[src/rtl/trap_ctrl.sv]
// -----------------------------------------------------------------------------
// trap_ctrl
//   Machine-mode trap sequencer. Accepts one retiring result per handshake
//   (exception, MRET, or neither) and then runs a fixed four-state sequence:
//   IDLE -> FLUSH (one-cycle flush pulse) -> WB (trap CSR update) -> REDIR
//   (fetch redirect held until accepted). Owns mepc/mcause/mtval/mtvec and the
//   mstatus MIE/MPIE bits.
//
//   Optional feature macro: TRAP_IRQ_EN
//     When defined, adds an external interrupt input (irq, irq_pc). In IDLE a
//     pending irq with mie set wins over any request and is taken as an
//     asynchronous trap with cause 11 (machine external interrupt).
//
// Ports
//   clk, rst                 clock, synchronous active-low reset
//   req_valid/req_ready      retiring-result handshake (ready only in IDLE)
//   req_pc/req_ex_valid/req_ex/req_ex_tval/req_ret_valid  retiring result
//   irq, irq_pc              (TRAP_IRQ_EN only) interrupt level + resume pc
//   flush                    one-cycle pipeline flush pulse
//   redir_valid/redir_ready/redir_pc  fetch redirect handshake
//   mtvec_we/mtvec_wdata     mtvec write port (usable in any state)
//   mepc/mcause/mtval/mtvec  trap CSRs
//   mstatus_mie/mstatus_mpie interrupt-enable bits
// -----------------------------------------------------------------------------
module trap_ctrl #(
    parameter int              XLEN        = 32,
    parameter int              EXW         = 5,
    parameter logic [XLEN-1:0] RESET_MTVEC = XLEN'(32'h8000_0000)
) (
    input  logic            clk,
    input  logic            rst,
    input  logic            req_valid,
    output logic            req_ready,
    input  logic [XLEN-1:0] req_pc,
    input  logic            req_ex_valid,
    input  logic [EXW-1:0]  req_ex,
    input  logic [XLEN-1:0] req_ex_tval,
    input  logic            req_ret_valid,
`ifdef TRAP_IRQ_EN
    input  logic            irq,
    input  logic [XLEN-1:0] irq_pc,
`endif
    output logic            flush,
    output logic            redir_valid,
    input  logic            redir_ready,
    output logic [XLEN-1:0] redir_pc,
    input  logic            mtvec_we,
    input  logic [XLEN-1:0] mtvec_wdata,
    output logic [XLEN-1:0] mepc,
    output logic [XLEN-1:0] mcause,
    output logic [XLEN-1:0] mtval,
    output logic [XLEN-1:0] mtvec,
    output logic            mstatus_mie,
    output logic            mstatus_mpie
);

    typedef enum logic [1:0] {
        S_IDLE  = 2'd0,
        S_FLUSH = 2'd1,
        S_WB    = 2'd2,
        S_REDIR = 2'd3
    } state_t;

    // A NONE result never leaves IDLE, so only the kinds that run the
    // sequence need an encoding.
    typedef enum logic [1:0] {
        K_TRAP = 2'd0,
        K_RET  = 2'd1
`ifdef TRAP_IRQ_EN
        ,
        K_IRQ  = 2'd2
`endif
    } kind_t;

    state_t            state_reg, state_next;
    kind_t             kind_reg, kind_next;
    logic [XLEN-1:0]   pc_reg, pc_next;
    logic [EXW-1:0]    ex_reg, ex_next;
    logic [XLEN-1:0]   tval_reg, tval_next;

    logic              flush_reg, flush_next;
    logic              redir_valid_reg, redir_valid_next;
    logic [XLEN-1:0]   redir_pc_reg, redir_pc_next;

    logic [XLEN-1:0]   mepc_reg, mepc_next;
    logic [XLEN-1:0]   mcause_reg, mcause_next;
    logic [XLEN-1:0]   mtval_reg, mtval_next;
    logic [XLEN-1:0]   mtvec_reg, mtvec_next;
    logic              mie_reg, mie_next;
    logic              mpie_reg, mpie_next;

    logic              take_irq;
    logic              accept;

    // Low mtvec write bits are forced to zero (direct mode, 4-byte aligned).
    logic              unused_wdata_bits;
    assign unused_wdata_bits = ^mtvec_wdata[1:0];

    always_comb begin
        take_irq = 1'b0;
`ifdef TRAP_IRQ_EN
        take_irq = (state_reg == S_IDLE) && irq && mie_reg;
`endif
    end

    assign req_ready = (state_reg == S_IDLE) && !take_irq;
    assign accept    = req_valid && req_ready;

    always_comb begin
        state_next       = state_reg;
        kind_next        = kind_reg;
        pc_next          = pc_reg;
        ex_next          = ex_reg;
        tval_next        = tval_reg;
        flush_next       = 1'b0;
        redir_valid_next = redir_valid_reg;
        redir_pc_next    = redir_pc_reg;
        mepc_next        = mepc_reg;
        mcause_next      = mcause_reg;
        mtval_next       = mtval_reg;
        mie_next         = mie_reg;
        mpie_next        = mpie_reg;
        // The WB branch below reads mtvec_reg, so a write landing in the WB
        // cycle only affects later traps.
        mtvec_next       = mtvec_we ? {mtvec_wdata[XLEN-1:2], 2'b00} : mtvec_reg;

        case (state_reg)
            S_IDLE: begin
`ifdef TRAP_IRQ_EN
                if (take_irq) begin
                    kind_next  = K_IRQ;
                    pc_next    = irq_pc;
                    tval_next  = '0;
                    flush_next = 1'b1;
                    state_next = S_FLUSH;
                end else
`endif
                if (accept) begin
                    pc_next   = req_pc;
                    ex_next   = req_ex;
                    tval_next = req_ex_tval;
                    // Exception outranks MRET when both are flagged.
                    if (req_ex_valid) begin
                        kind_next  = K_TRAP;
                        flush_next = 1'b1;
                        state_next = S_FLUSH;
                    end else if (req_ret_valid) begin
                        kind_next  = K_RET;
                        flush_next = 1'b1;
                        state_next = S_FLUSH;
                    end
                end
            end

            S_FLUSH: begin
                state_next = S_WB;
            end

            S_WB: begin
                case (kind_reg)
                    K_TRAP: begin
                        mepc_next     = pc_reg;
                        mcause_next   = {{(XLEN-EXW){1'b0}}, ex_reg};
                        mtval_next    = tval_reg;
                        mpie_next     = mie_reg;
                        mie_next      = 1'b0;
                        redir_pc_next = {mtvec_reg[XLEN-1:2], 2'b00};
                    end
                    K_RET: begin
                        mie_next      = mpie_reg;
                        mpie_next     = 1'b1;
                        redir_pc_next = {mepc_reg[XLEN-1:1], 1'b0};
                    end
`ifdef TRAP_IRQ_EN
                    K_IRQ: begin
                        mepc_next     = pc_reg;
                        mcause_next   = {1'b1, (XLEN-1)'(11)};
                        mtval_next    = '0;
                        mpie_next     = mie_reg;
                        mie_next      = 1'b0;
                        redir_pc_next = {mtvec_reg[XLEN-1:2], 2'b00};
                    end
`endif
                    default: begin
                        redir_pc_next = redir_pc_reg;
                    end
                endcase
                redir_valid_next = 1'b1;
                state_next       = S_REDIR;
            end

            S_REDIR: begin
                if (redir_ready) begin
                    redir_valid_next = 1'b0;
                    state_next       = S_IDLE;
                end
            end

            default: begin
                state_next = S_IDLE;
            end
        endcase
    end

    always_ff @(posedge clk) begin
        if (!rst) begin
            state_reg       <= S_IDLE;
            kind_reg        <= K_TRAP;
            pc_reg          <= '0;
            ex_reg          <= '0;
            tval_reg        <= '0;
            flush_reg       <= 1'b0;
            redir_valid_reg <= 1'b0;
            redir_pc_reg    <= '0;
            mepc_reg        <= '0;
            mcause_reg      <= '0;
            mtval_reg       <= '0;
            mtvec_reg       <= RESET_MTVEC;
            mie_reg         <= 1'b0;
            mpie_reg        <= 1'b0;
        end else begin
            state_reg       <= state_next;
            kind_reg        <= kind_next;
            pc_reg          <= pc_next;
            ex_reg          <= ex_next;
            tval_reg        <= tval_next;
            flush_reg       <= flush_next;
            redir_valid_reg <= redir_valid_next;
            redir_pc_reg    <= redir_pc_next;
            mepc_reg        <= mepc_next;
            mcause_reg      <= mcause_next;
            mtval_reg       <= mtval_next;
            mtvec_reg       <= mtvec_next;
            mie_reg         <= mie_next;
            mpie_reg        <= mpie_next;
        end
    end

    assign flush        = flush_reg;
    assign redir_valid  = redir_valid_reg;
    assign redir_pc     = redir_pc_reg;
    assign mepc         = mepc_reg;
    assign mcause       = mcause_reg;
    assign mtval        = mtval_reg;
    assign mtvec        = mtvec_reg;
    assign mstatus_mie  = mie_reg;
    assign mstatus_mpie = mpie_reg;

endmodule

[config.mk]
export PLATFORM = sky130hd
export DESIGN_NAME = trap_ctrl
export DESIGN_NICKNAME = d
export VERILOG_FILES = /design/src/rtl/trap_ctrl.sv
export SDC_FILE = /design/constraint.sdc
export NUM_CORES = 1
export LEC_CHECK = 0
export BUFFER_PORTS_ARGS = -buffer_cell sky130_fd_sc_hd__buf_4
export CORE_UTILIZATION = 50
export CTS_CLUSTER_SIZE = 20
export DETAILED_ROUTE_END_ITERATION = 8
export PLACE_DENSITY = 0.86
export SETUP_SLACK_MARGIN = 0.2
export SLEW_MARGIN = 20
export SYNTH_ARGS = -nofsm -noshare
export SYNTH_HDL_FRONTEND = slang
export SYNTH_SLANG_ARGS = --single-unit
[constraint.sdc]
create_clock -name clk -period 3.1 [get_ports clk]
set_input_delay 0.465 -clock clk [delete_from_list [all_inputs] [get_ports clk]]
set_output_delay 0.465 -clock clk [all_outputs]
set_load 0.01 [all_outputs]
After elaboration in Yosys (flattened, before gate mapping)
Index checks and enable logic that the tools add are counted.

storage, ports and cells
  bits in registers = 208
  input bits = 108
  output and inout port bits = 165
  word-level logic and storage cells = 47

operators by class
  equal/unequal tests = 7
  muxes and demuxes = 13
  reduce and logical (&&, ||, !) cells = 13

operators with widths
  kind                                                                      count
  32-bit one-hot mux with 2 select lines                                    1
  2-bit two-way mux                                                         5
  3-bit AND reduction                                                       3
  2-bit one-hot mux with 4 select lines                                     1
  2-bit AND reduction                                                       4
  1-bit one-hot mux with 2 select lines                                     3
  2-bit nonzero test                                                        3
  2-bit by 1-bit == test with 1-bit output (second input constant)          2
  2-bit == test (second input constant)                                     2
  2-bit logical NOT                                                         2
  1-bit two-way mux                                                         3
  3-bit by 1-bit inequality test with 1-bit output (second input constant)  1
  2-bit by 1-bit inequality test with 1-bit output (second input constant)  1
  2-bit inequality test (second input constant)                             1
  1-bit logical AND                                                         1

Longest topological paths before layout
  depth after elaboration = 4
  mapped depth = 9
  depth with buffers taken out = 5

Worst setup path after synthesis
Ideal clock, no wire load.

  kind = register to register
  start point = register state_reg[0]
  end point = register mepc_reg[21] (netlist: mepc[21])
  library setup time = 0.133 ns
  data arrival time = 1.300 ns
  data required time = 2.967 ns
  setup slack = 1.666 ns
  stages on the path, launching flop included = 10
  path buffers = 4
  clock period less this slack = 1.434 ns
  cell sequence = dfxtp_1 -> inv_1 -> ha_1 -> buf_2 -> nor2b_4 -> buf_6 -> buf_8 -> buf_12 -> nand2_2 -> a21oi_2

between the ends
  longest elaborated chain between the ends = 2

ends and longest elaborated chain
  element                               RTL line  source
  from (decl)                           75        state_t state_reg, state_next;
  from (signal assigned)                222       state_reg <= state_next;
  2-bit == test                         127       case (state_reg)
  2-bit AND reduction (no source line)  -
  to (signal assigned)                  230       mepc_reg <= mepc_next;
  to (decl)                             85        logic [XLEN-1:0] mepc_reg, mepc_next;

No other way between the ends.
A chain may end at the register's enable or synchronous reset.

Worst setup path in the final report
  start point = register state_reg[0]
  end point = register mtval_reg[8] (netlist: mtval[8])

between the ends
  longest elaborated chain between the ends = 2

ends and longest elaborated chain
  element                               RTL line  source
  2-bit == test                         127
  2-bit AND reduction (no source line)  -
  to (signal assigned)                  232       mtval_reg <= mtval_next;
  to (decl)                             87        logic [XLEN-1:0] mtval_reg, mtval_next;

No other way between the ends.

==> flow_metrics.env <==
export IMPL_status="complete, no violations"
export IMPL_drv_cap=0
export IMPL_htreeDepth=1
export IMPL_cpPeakStageDelay_ns=0.67
export IMPL_portBuffers=240
export IMPL_p_total_w=0.008020
export IMPL_core_um2=15260
export IMPL_grt_usage_pct=23.50
export IMPL_finalHoldViolations=0
export IMPL_cp_slowest_cell="buf_4"
export IMPL_cts_repair_resized=0
export IMPL_start_util_pct=51.36
export IMPL_grt_setup_unrepaired="false"
export IMPL_post_cts_setup_buffer_count=0
export IMPL_cts_sinks=206
export IMPL_firstDrtPassIters=4
export IMPL_cp_data_arrival_time_ns=2.70
export IMPL_relSlewSlack_pct=43.36
export IMPL_ys_seq_area_share_pct=52.63
export IMPL_cp_end_kind="flop"
export IMPL_cts_buffers=22
export IMPL_ios=273
export IMPL_place_congestion=0.8033
export IMPL_crit_required_ns=3.51
export IMPL_grt_overflow_total=0
export IMPL_report_final_slew_viol_count=0
export IMPL_dieWidth_um=127.2
export IMPL_ir_worst_vdd_uv=468.1
export IMPL_syn_area_um2=7836
export IMPL_crit_type="reg2reg"
export IMPL_clk_pin_slew_ns=0.06
export IMPL_ys_async_sr_fraction_pct=0
export IMPL_fmax_mhz=436.2
export IMPL_antenna_found_initial=0
export IMPL_hp_start="req_ex_valid"
export IMPL_fp_dieArea_um2=16180
export IMPL_tns_ns=0
export IMPL_power_density_nw_per_um2=782.5
export IMPL_finalCriticalPeriod_ns=2.292
export IMPL_leakagePower_nw=4.270
export IMPL_post_route_period_util_pct=73.95
export IMPL_yosys_cell_types_count=30
export IMPL_holdPathStages=2
export IMPL_syn_to_final_growth_pct=30.78
export IMPL_hold_class="in2reg"
export IMPL_grt_max_degree=84
export IMPL_grt_pass1_vias=6084
export IMPL_synth_edf_count=0
export IMPL_wl_per_cell_um=14.65
export IMPL_rr_endpoint="mtval[8]"
export IMPL_insertion_delay_ns=0.49
export IMPL_layout_nets=1224
export IMPL_cts_root_buf="clkbuf_16"
export IMPL_dp_hpwl_um=12610
export IMPL_crit_path_start_kind="flop"
export IMPL_r2r_setup_slack_ns=0.81
export IMPL_via_per_inst=4.945
export IMPL_n_antenna_cell=0
export IMPL_crit_chain="inv_1 > ha_2 > buf_4 > nor2b_4 > buf_4 > nand2_1 > a21oi_1"
export IMPL_hold_buffers=0
export IMPL_dieHeight_um=127.2
export IMPL_via_count=6621
export IMPL_clockBufferDepth=3
export IMPL_ys_seq_elements=206
export IMPL_worstMarginPinSlew_ns=0.8496
export IMPL_clock_skew_ns=0.01153
export IMPL_r2r_cells=7
export IMPL_synthCells=907
export IMPL_synth_ff_type="dfxtp_1"
export IMPL_rows=45
export IMPL_cp_max_fo=69
export IMPL_r2r_start="state_reg[0]"
export IMPL_cts_tree="done"
export IMPL_crit_path_frequent_cell="buf_4"
export IMPL_syn_avg_cell_area_um2=8.640
export IMPL_setup_viol_count_final=0
export IMPL_drt_antenna_violating_nets=0
export IMPL_yosys_warnings=0
export IMPL_initialDrtViolationCount=358
export IMPL_drive_above_1_share_pct=27.66
export IMPL_worstHoldEndpoint="kind_reg[0]"
export IMPL_grt_pass1_wl_um=30590
export IMPL_route_detailed_drc=0
export IMPL_totalWireLength_um=19620
-- synth_stat cells (2+ instances only) --
library cell | n | share of area (%)
nand2b_1 | 3 | 0.24
nor2_1 | 62 | 3.0
buf_2 | 29 | 1.9
mux2i_1 | 62 | 7.9
nand2_1 | 273 | 13
a211oi_1 | 30 | 2.9
a21oi_2 | 10 | 1.1
dfxtp_1 | 206 | 53
buf_1 | 5 | 0.24
buf_6 | 10 | 1.4
clkbuf_1 | 20 | 0.96
buf_4 | 33 | 3.2
a21oi_1 | 131 | 8.4
nand3_1 | 2 | 0.13
ha_1 | 4 | 0.64
inv_1 | 4 | 0.19
nand2_2 | 10 | 0.80
-- worst max-delay path: cells and delay by family (launching register included) --
family	cells	cell delay, ns
compound gates	1	0.18
fa+ha+maj	1	0.21
buf+inv	3	1.10
flops	1	0.33
simple gates	2	0.36
-- metal layers --
layer / vias up / track usage (%) / wire length, um
li1: 3315 / - / -
met1: 3055 / 27.55 / 7926
met2: 214 / 42.31 / 9844
met3: 37 / 5.235 / 1332
met4: 0 / 7.983 / 516
met5: - / 0 / 0
-- cell type report --
class,instances,area (um2)
Fill cell,1208,5010
Sequential cell,206,4125
Multi-Input combinational cell,626,3177
Timing Repair Buffer,251,1922
Clock buffer,37,708.2
Tap cell,211,264.0
Clock inverter,3,28.78
Inverter,5,23.77
-- cell families after synthesis --
group	Yosys count	share of synthesized area [%]
mux	62	7.920
compound gates	176	12.82
other cells	1	0.04785
simple gates	354	17.61
fa+ha+maj	4	0.6387
flops	206	52.63
buf+inv	104	8.335
-- power breakdown --
| part | switching [W] | internal [W] | total, W |
|---|---|---|---|
| combinational | 0.00129 | 0.000846 | 0.00214 |
| clock | 0.00102 | 0.00156 | 0.00257 |
| sequential | 0.000240 | 0.00307 | 0.00331 |
| total | 0.00255 | 0.00547 | 0.00802 |
-- per-stage QoR --
stage          instances  utilization, %  cell area, um2  hold WS, ns  setup WS, ns
2_1_floorplan        936               -            7945       0.4321         1.666
3_3_place_gp        1299           62.34            9512       0.4356        0.9037
3_5_place_dp        1299           62.34            9512       0.4428        0.8563
4_1_cts             1339           67.17           10250       0.1640        0.8049
5_1_grt             1339           67.17           10250       0.1653        0.6278
6_report            1339           67.17           10250       0.1799        0.8077
-- worst max path at each step --
stage               depth (start not counted)        end  slack, ns    startpoint
floorplan                                   9   mepc[21]       1.67  state_reg[0]
global placement                            7  mtval[28]       0.90  state_reg[0]
detailed placement                          7    mepc[6]       0.86  state_reg[0]
CTS                                         7   mtval[8]       0.80  state_reg[0]
global route                                7   mtval[8]       0.63  state_reg[0]
finish                                      7   mtval[8]       0.81  state_reg[0]
-- layout by cell type, fill, tap and decap left out, types with 3 or more instances in the layout --
cell type,netlist,final
buf_4,33,248
mux2i_1,62,62
dfxtp_1,206,205
nand2_1,273,272
nand2_2,10,11
conb_1,1,30
clkbuf_8,0,8
inv_1,4,4
ha_1,4,3
buf_12,1,3
clkbuf_1,20,6
clkbuf_16,0,23
a211oi_1,30,30
a21oi_2,10,10
a21oi_1,131,131
nor2_1,62,62
No activity file was read; power rests on OpenSTA's default activity.
